==> src/rtl/bcd_serial_addsub.sv <==
// Digit-serial N-digit packed-BCD adder/subtractor: one corrected BCD digit slice
// reused over DIGITS clocks under a start/busy/done handshake.
module bcd_serial_addsub #(
  parameter int DIGITS = 4
) (
  input  logic                  clk,
  input  logic                  rst_n,
  input  logic                  start,
  input  logic                  mode,
  input  logic                  cin,
  input  logic [4*DIGITS-1:0]   a,
  input  logic [4*DIGITS-1:0]   b,
  output logic                  busy,
  output logic                  done,
  output logic [4*DIGITS-1:0]   result,
  output logic                  cout,
  output logic                  invalid
);

  localparam int W  = 4 * DIGITS;
  localparam int KW = (DIGITS > 1) ? $clog2(DIGITS) : 1;
  localparam logic [KW-1:0] KLAST = KW'(DIGITS - 1);

  typedef enum logic [1:0] {S_IDLE, S_RUN, S_DONE} state_t;

  // Returns {carry_out, corrected_digit}; s may reach 31 for non-BCD inputs.
  function automatic logic [4:0] bcd_digit(input logic [3:0] x, input logic [3:0] y,
                                           input logic c);
    logic [4:0] s;
    s = {1'b0, x} + {1'b0, y} + {4'd0, c};
    if (s > 5'd9) begin
      s = s + 5'd6;
      return {1'b1, s[3:0]};
    end
    return {1'b0, s[3:0]};
  endfunction

  function automatic logic [W-1:0] nines_comp(input logic [W-1:0] v);
    logic [W-1:0] r;
    r = '0;
    for (int i = 0; i < DIGITS; i++) r[4*i +: 4] = 4'd9 - v[4*i +: 4];
    return r;
  endfunction

  function automatic logic has_bad(input logic [W-1:0] v);
    logic r;
    r = 1'b0;
    for (int i = 0; i < DIGITS; i++) if (v[4*i +: 4] > 4'd9) r = 1'b1;
    return r;
  endfunction

  state_t          state, state_nxt;
  logic [W-1:0]    opa, opb, acc, acc_nxt;
  logic            carry;
  logic [KW-1:0]   k;
  logic [3:0]      opa_k, opb_k;
  logic [4:0]      slice;
  logic            accept, last;

  assign accept = start && (state != S_RUN);
  assign last   = (k == KLAST);
  assign opa_k  = opa[{k, 2'b00} +: 4];
  assign opb_k  = opb[{k, 2'b00} +: 4];
  assign slice  = bcd_digit(opa_k, opb_k, carry);
  assign busy   = (state == S_RUN);
  assign done   = (state == S_DONE);

  // The final digit is merged here so result is loaded complete on the last RUN edge.
  always_comb begin
    acc_nxt = acc;
    acc_nxt[{k, 2'b00} +: 4] = slice[3:0];
  end

  always_ff @(posedge clk or negedge rst_n) begin
    if (!rst_n) state <= S_IDLE;
    else        state <= state_nxt;
  end

  always_comb begin
    state_nxt = state;
    case (state)
      S_IDLE:  if (start) state_nxt = S_RUN;
      S_RUN:   if (last)  state_nxt = S_DONE;
      S_DONE:  state_nxt = start ? S_RUN : S_IDLE;
      default: state_nxt = S_IDLE;
    endcase
  end

  // Subtraction is done as A + nines(B) + ~borrow, so cout doubles as "no borrow".
  always_ff @(posedge clk or negedge rst_n) begin
    if (!rst_n) begin
      opa     <= '0;
      opb     <= '0;
      acc     <= '0;
      carry   <= 1'b0;
      k       <= '0;
      result  <= '0;
      cout    <= 1'b0;
      invalid <= 1'b0;
    end else if (accept) begin
      opa     <= a;
      opb     <= mode ? nines_comp(b) : b;
      carry   <= mode ? ~cin : cin;
      k       <= '0;
      invalid <= has_bad(a) | has_bad(b);
    end else if (state == S_RUN) begin
      acc   <= acc_nxt;
      carry <= slice[4];
      if (last) begin
        k      <= '0;
        result <= acc_nxt;
        cout   <= slice[4];
      end else begin
        k <= k + 1'b1;
      end
    end
  end

endmodule
==> config.mk <==
export PLATFORM = sky130hd
export DESIGN_NAME = bcd_serial_addsub
export DESIGN_NICKNAME = d
export VERILOG_FILES = /design/src/rtl/bcd_serial_addsub.sv
export SDC_FILE = /design/constraint.sdc
export NUM_CORES = 1
export LEC_CHECK = 0
export ABC_CLOCK_PERIOD_IN_PS = 5100
export CORE_MARGIN = 10
export CORE_UTILIZATION = 40
export CTS_CLUSTER_DIAMETER = 60
export DETAILED_ROUTE_END_ITERATION = 8
export RECOVER_POWER = 50
export SLEW_MARGIN = 20
export SYNTH_ARGS = -nofsm -noshare
export SYNTH_HDL_FRONTEND = slang
export SYNTH_SLANG_ARGS = --single-unit
==> constraint.sdc <==
create_clock -name clk -period 5.1 [get_ports clk]
set_input_delay 1.02 -clock clk [delete_from_list [all_inputs] [get_ports clk]]
set_output_delay 1.02 -clock clk [all_outputs]
set_load 0.02 [all_outputs]
### Word level (Yosys, flattened, before mapping)

Cells that the tools add are included.

* $add $sub $neg: 9
* $lt $le $gt $ge: 9
* eq/ne operators: 6
* shifts and indexed selects: 4
* mux-type cells: 26
* bitwise operators: 3
* reductions and logical operators: 6

Operator list (count)
* $gt A4 B4 Y1 const B: 8
* $shiftx A16 B5 Y4: 2
* $bwmux W16: 1
* $mux W16: 1
* $shift A4 B6 Y16 const A: 1
* $shiftx A4 B6 Y16: 1
* $sub A4 B4 Y4 const A: 4
* $mux W1: 15
* $mux W2: 5
* $mux W5: 2
* $neg A4 Y6: 1
* $pmux W2 S3: 1
* $add A4 B4 Y5: 1
* $add A5 B1 Y5: 1
* $gt A5 B4 Y1 const B: 1
* $add A4 B3 Y4 const B: 1
* $eq A2 B2 Y1 const B: 2
* $mux W4: 1
* $ne A2 B1 Y1 const B: 2
* $reduce_and A2 Y1: 2
* $reduce_and A3 Y1: 1
* $add A2 B1 Y2 const B: 1
* $eq A2 B1 Y1 const B: 1
* $logic_not A2 Y1: 1
* other kinds (5): 6

* register bits: 71
* input port bits: 37
* output and inout port bits: 20
* word-level logic and storage cells: 72

### Longest topological paths before layout

* depth in word-level cells: 8
* mapped depth: 11
* mapped depth without buffers: 10

### Least setup slack after synthesis

No wires, ideal clock.

* path type: register -> register
* from: reg k[0]
* to: reg result[10]
* library setup time: 0.077 ns
* arrival time: 3.836 ns
* required time: 5.023 ns
* setup slack: 1.187 ns
* cell stages (with the launch flop): 12
* path buffers: 1
* clock period less this slack: 3.913 ns
* path through: dfrtp_1 -> buf_1 -> mux4_2 -> fa_1 -> fa_1 -> xnor2_1 -> ha_1 -> nor2b_1 -> a31o_1 -> o31a_1 -> mux2_4 -> o21ai_1

* cells in the longest elaborated chain, start to end: 8
* elaborated cells on any way between the ends: 16
* classes of those cells: add/sub (4); order compare (1); eq/ne (1); shift (4); mux (5); reduce/logical (1)

RTL lines
* from (decl): RTL line 55 `logic [KW-1:0] k;`
* from (signal assigned): RTL line 114 `k <= k + 1'b1;`
* $shiftx A16 B5 Y4 (on tied branches): RTL line 62, 63
* $add A4 B4 Y5: RTL line 30 `s = {1'b0, x} + {1'b0, y} + {4'd0, c};`
* $add A5 B1 Y5: RTL line 30
* $add A4 B3 Y4 or $gt A5 B4 Y1 (tied branches): RTL line 32, 31
* $mux W4, or another cell as far along: RTL line 31 `if (s > 5'd9) begin`
* $mux W5: RTL line 35 `return {1'b0, s[3:0]};`
* $shiftx A4 B6 Y16: RTL line 71 `acc_nxt[{k, 2'b00} +: 4] = slice[3:0];`
* $bwmux W16: RTL line 71
* to (signal assigned): RTL line 111 `result <= acc_nxt;`
* to (decl): RTL line 15 `output logic [4*DIGITS-1:0] result,`

Several ways; a longest one is shown, not always the timed one. The select of a mux whose other input is x is not followed.
A chain may end at the register's enable or synchronous reset.

### Worst setup path in the final report

* from: reg k[0]
* to: reg acc[5]

* cells in the longest elaborated chain, start to end: 8
* elaborated cells on any way between the ends: 14
* classes of those cells: add/sub (4); order compare (1); shift (4); mux (5)

RTL lines
* $shiftx A16 B5 Y4 (on tied branches): RTL line 62, 63
* $add A4 B4 Y5: RTL line 30
* $add A5 B1 Y5: RTL line 30
* $add A4 B3 Y4 or $gt A5 B4 Y1 (tied branches): RTL line 32, 31
* $mux W4, or another cell as far along: RTL line 31
* $mux W5: RTL line 35
* $shiftx A4 B6 Y16: RTL line 71
* $bwmux W16 *: RTL line 71
* to (signal assigned): RTL line 107 `acc <= acc_nxt;`
* to (decl): RTL line 53 `logic [W-1:0] opa, opb, acc, acc_nxt;`

Every way passes the cells marked *; elsewhere a longest branch is shown, timed or not. The select of a mux whose other input is x is not followed.

==> flow_summary.ini <==
[timing]
relSlewSlack_pct = -51.66
rsz0062_at_grt = false
post-route-period-util_pct = 80.22
finClkSkew_ns = 0.007443
fin_crit_ns = 4.091
tightest_slew_ns = 2.275
finalHoldViolCount = 0
final_max_slew_viol_count = 125
fmax_mhz = 244.4
setup_violations = 0
tns_ns = 0

[setup_path]
crit_path_top_delay_cell = dfrtp_1
worstPathRequired_ns = 5.31
endpoint_kind = flip-flop
critPathTopFamily = adder cells
worstPathCellList = mux4_2 -> fa_1 -> fa_1 -> xnor2_1 -> ha_1 -> nor2b_1 -> a31o_1 -> o31a_1 -> xnor2_2 -> o21ai_0
slowest_delay_ns = 0.83
startpoint = k[0]
r2r_start = k[0]
crit_type = flip-flop to flip-flop
worst-path-buf-inv = 0
crit_top_cell = fa_1
arrival_ns = 4.30
cp_max_fo = 16
startpoint_type = flip-flop

[clock_network]
cts_root_buf = clkbuf_8
h-tree-depth = 3
clkTransAtPathRegs_ns = 0.07
cts_tree = yes
clk_latency_ns = 0.34
cts_buffer_depth = 2
cts_setup_buffers = 0
cts_hold_buf = 0
cts-buffers-inserted = 9
post_cts_resized = 0
cts_sinks = 71

[route]
vias = 2578
routed-wl-met3_um = 413
drtAntennaViolNets = 0
dr.first_iter.drc_count = 101
dr_wl_met2_um = 3769
wl_met1_um = 3669
vias_per_cell = 5.198
firstDrtPassIters = 4
drc = 0
maxUsedRoutingLayer = met4
wl_per_cell_um = 16.00
totalWireLength_um = 7935

[hold_path]
hp-class = flip-flop to flip-flop
hp-start = acc[7]

[grt]
grt_pass1_vias = 2739
grt_antenna_before_repair = 0
grt_remaining_overflow = 0
grt_max_degree = 51
track_usage_pct = 12.55
grt_pass1_wl_um = 13190

[finish]
most-common-layout-cells = dfrtp_1, clkdlybuf4s50_1, nand2_1
layout_commonest_cell = dfrtp_1
syn_to_final_growth_pct = 23.84
design_area_um2 = 4335
antennaDiodeCount = 0
final_nets = 436
drive_gt1_share_pct = 10.57

[synth]
synth_top_cell_area_share_pct = 50.75
ys_top_cells_by_area = dfrtp_1, o21ai_0, nand2_1, mux2_2, mux4_2
ys_seq_elements = 71
ys_seq_area_share_pct = 50.75
avgSynthCellArea_um2 = 10.67
yosys.area.top_type = dfrtp_1
synth-edff-count = 0
synth_cells = 328
syn_nets = 381
async_flop_share_pct = 100.0
yosys_most_used_dff = dfrtp_1
yosys_warnings = 0
synth.distinct_cells = 39
syn_area_um2 = 3501

[floorplan]
dieArea_um2 = 12890
die_h_um = 113.6
initial_utilization_pct = 40.54
die_w_um = 113.6
rows = 34
io_pins = 57
core_area_um2 = 8636

[run_status]
outcome = finished, violations left
violations = max-capacitance violations, max-slew violations

[place]
io_buffers = 56
dpl_cell_area_um2 = 4154
globalplace.congestion = 0.7997
dp_hpwl_um = 5898

[run]
drv_cap = 3
==> final timing paths <==
kind / endpoint / slack [ns] / depth (start not counted)
setup / recovery: acc[5] / 1.01 / 10
min in group asynchronous: result[8] / 1.35 / 1
setup reg to reg: acc[5] / 1.01 / 10
hold reg to reg: acc[7] / 0.47 / 2
hold / removal: acc[7] / 0.47 / 2
max in group asynchronous: carry / 1.38 / 2
==> final cells by class <==
class,count,area [um2]
Clock buffer,12,145.1
Clock inverter,4,45.04
Fill cell,817,4300
Inverter,18,67.56
Multi-Input combinational cell,225,1604
Sequential cell,71,1777
Tap cell,108,135.1
Timing Repair Buffer,58,561.8
==> per-stage QoR <==
stage          worst slack [ns]  instances  hold slack [ns]  utilization [%]
2_1_floorplan             1.187        328           0.4418                -
3_3_place_gp              1.082        480           0.4550            48.10
3_5_place_dp             0.9729        480           0.4619            48.10
4_1_cts                  0.9580        496           0.4779            50.30
5_1_grt                  0.6546        496           0.4971            50.20
6_report                  1.009        496           0.4704            50.20
==> kinds of logic (layout without fill, tap and decap cells) <==
family,after synthesis,in the layout,synth area share [%]
compound gates,82,82,13.37
xor+xnor,11,11,2.966
fa+ha+maj,16,16,6.147
buf+inv,32,92,3.431
flops,71,71,50.75
mux,30,30,12.19
simple gates,86,86,11.15
==> cell usage after synthesis (2+ instances only) <==
master / instances
nor2b_1: 2
a21oi_1: 15
fa_1: 2
o21ai_1: 8
o31ai_1: 2
nor2_1: 10
buf_1: 4
mux4_2: 8
dfrtp_1: 71
nand2_1: 51
xnor2_1: 6
o21ai_0: 43
a32o_1: 4
nand4_1: 2
xor2_1: 4
inv_1: 17
and3_1: 12
clkbuf_1: 10
mux2i_1: 4
mux2_2: 17
ha_1: 14
a221oi_1: 4
nand2b_1: 2
==> worst min-delay path: stages, from the launching register on <==
cell     delay, ns
dfrtp_1       0.34
nand2_1       0.04
o21ai_0       0.06
==> sequential cells by signal, indices dropped and copies added (netlist names) <==
| name | flops |
|---|---|
| acc | 16 |
| k | 2 |
| result | 16 |
| state | 2 |
| carry | 1 |
| cout | 1 |
| opb | 16 |
| opa | 16 |
| invalid | 1 |
==> metal layers <==
metal | up-vias | GRT usage, %
li1 | 1269 | -
met1 | 1240 | 15.52
met2 | 59 | 20.50
met3 | 10 | 3.885
met4 | 0 | 3.807
met5 | - | 0
Power is not shown: default switching activity piles up to over one toggle a cycle in this logic, so the estimate is an artifact.
==> variant (same settings) <==
Re-encode `state_t` (3 states) as one-hot, 3 bits wide.
--- a/src/rtl/bcd_serial_addsub.sv
+++ b/src/rtl/bcd_serial_addsub.sv
@@ -21,7 +21,7 @@
   localparam int KW = (DIGITS > 1) ? $clog2(DIGITS) : 1;
   localparam logic [KW-1:0] KLAST = KW'(DIGITS - 1);
 
-  typedef enum logic [1:0] {S_IDLE, S_RUN, S_DONE} state_t;
+  typedef enum logic [2:0] {S_IDLE = 3'b001, S_RUN = 3'b010, S_DONE = 3'b100} state_t;
 
   // Returns {carry_out, corrected_digit}; s may reach 31 for non-BCD inputs.
   function automatic logic [4:0] bcd_digit(input logic [3:0] x, input logic [3:0] y,
Formal check against the unedited RTL: no difference found for any inputs over 10 cycles, from zero or initial values and one cycle with rst_n low; not proved beyond that.
==> variant against the unedited design <==
- the run still ends with max-capacitance violations, max-slew violations left
- sequential cell count grew 1
- wire length is 3.0% higher
- non-clock buffer count grew 1
- via count is 1.8% higher
- area after synthesis is 4.4% higher
- global-route usage rose by 0.57 points
- worst setup slack got worse by 0.13 ns
- critical path depth unchanged
- design area increased by 4.0%
- synthesized cell count rose by 1.5%
- hold slack improved by 0.0099 ns
- critical path type unchanged
==> variant: results (changes against the unedited design) <==
{
  "place_hpwl": {"value": 6070, "unit": "um", "change": "+2.9%"},
  "synthXorXnorAreaFrac": {"value": 2.84, "unit": "%", "change": "-0.13 points"},
  "seq_share": {"value": 40.0, "unit": "%", "change": "-1.0 points"},
  "synth-seq-area-share": {"value": 49.3, "unit": "%", "change": "-1.4 points"},
  "whs_endpoint": "acc[3]",
  "met1_track_demand_over_resource": {"value": 16.2, "unit": "%", "change": "+0.65 points"},
  "globalRouteMet3Util": {"value": 4.75, "unit": "%", "change": "+0.87 points"},
  "cp_top_family": "multiplexers",
  "violations": "max-capacitance violations, max-slew violations",
  "clkCellAreaFrac": {"value": 4.91, "unit": "%", "change": "+0.52 points"},
  "drive_above_1_share": {"value": 14.2, "unit": "%", "change": "+3.6 points"},
  "num_sequential": {"value": 72, "change": "+1.4%"},
  "dp_cells": {"value": 486, "change": "+1.3%"},
  "tightestPinTransition": {"value": 2.23, "unit": "ns", "change": "-0.0400 ns"},
  "grt_pass1_wl": {"value": 14100, "unit": "um", "change": "+6.6%"},
  "final_max_slew_viol_count": {"value": 75, "change": "-40%"},
  "routedWlPerCell": {"value": 16.3, "unit": "um", "change": "+1.7%"},
  "first_pass_iters": {"value": 5, "change": "+1"},
  "reg2reg_setup_slack": {"value": 0.88, "unit": "ns", "change": "-0.13 ns"},
  "finalWeightedCongestion": {"value": 0.751, "change": "-6.1%"},
  "synth_cell_types": {"value": 49, "change": "+26%"},
  "muxShareOfSynthArea": {"value": 11.3, "unit": "%", "change": "-0.86 points"},
  "synth.net_count": {"value": 386, "change": "+1.3%"},
  "num-fill-cells": {"value": 820, "change": "+0.37%"},
  "max_cap_violations": {"value": 2, "change": "-1"},
  "outcome": "complete, but fails checks",
  "critPathMaxStageDelay": {"value": 0.80, "unit": "ns", "change": "-0.03 ns"},
  "number_of_cells_in_the_finished_layout_apart_from_fillers": {"value": 502, "change": "+1.2%"}
}
-- variant: cell types whose count changed after synthesis, moves of 4 or more --
cell                       delta
sky130_fd_sc_hd__a21oi_1     -11
sky130_fd_sc_hd__a221oi_1     +7
sky130_fd_sc_hd__a22o_1       +8
sky130_fd_sc_hd__a22o_2       +4
sky130_fd_sc_hd__a32o_1       -4
sky130_fd_sc_hd__and2_1       +6
sky130_fd_sc_hd__and3_1       -9
sky130_fd_sc_hd__clkbuf_1     -4
sky130_fd_sc_hd__nand2_1      -6
sky130_fd_sc_hd__nor2_1      +15
sky130_fd_sc_hd__o21ai_0      -6
sky130_fd_sc_hd__o21ai_1      -7
-- variant: power breakdown --
part	switching, mW	internal (mW)	total [mW]
Sequential	0.0993	0.695	0.794
Clock	0.216	0.288	0.504
Combinational	0.813	0.564	1.38
Total	1.13	1.55	2.68
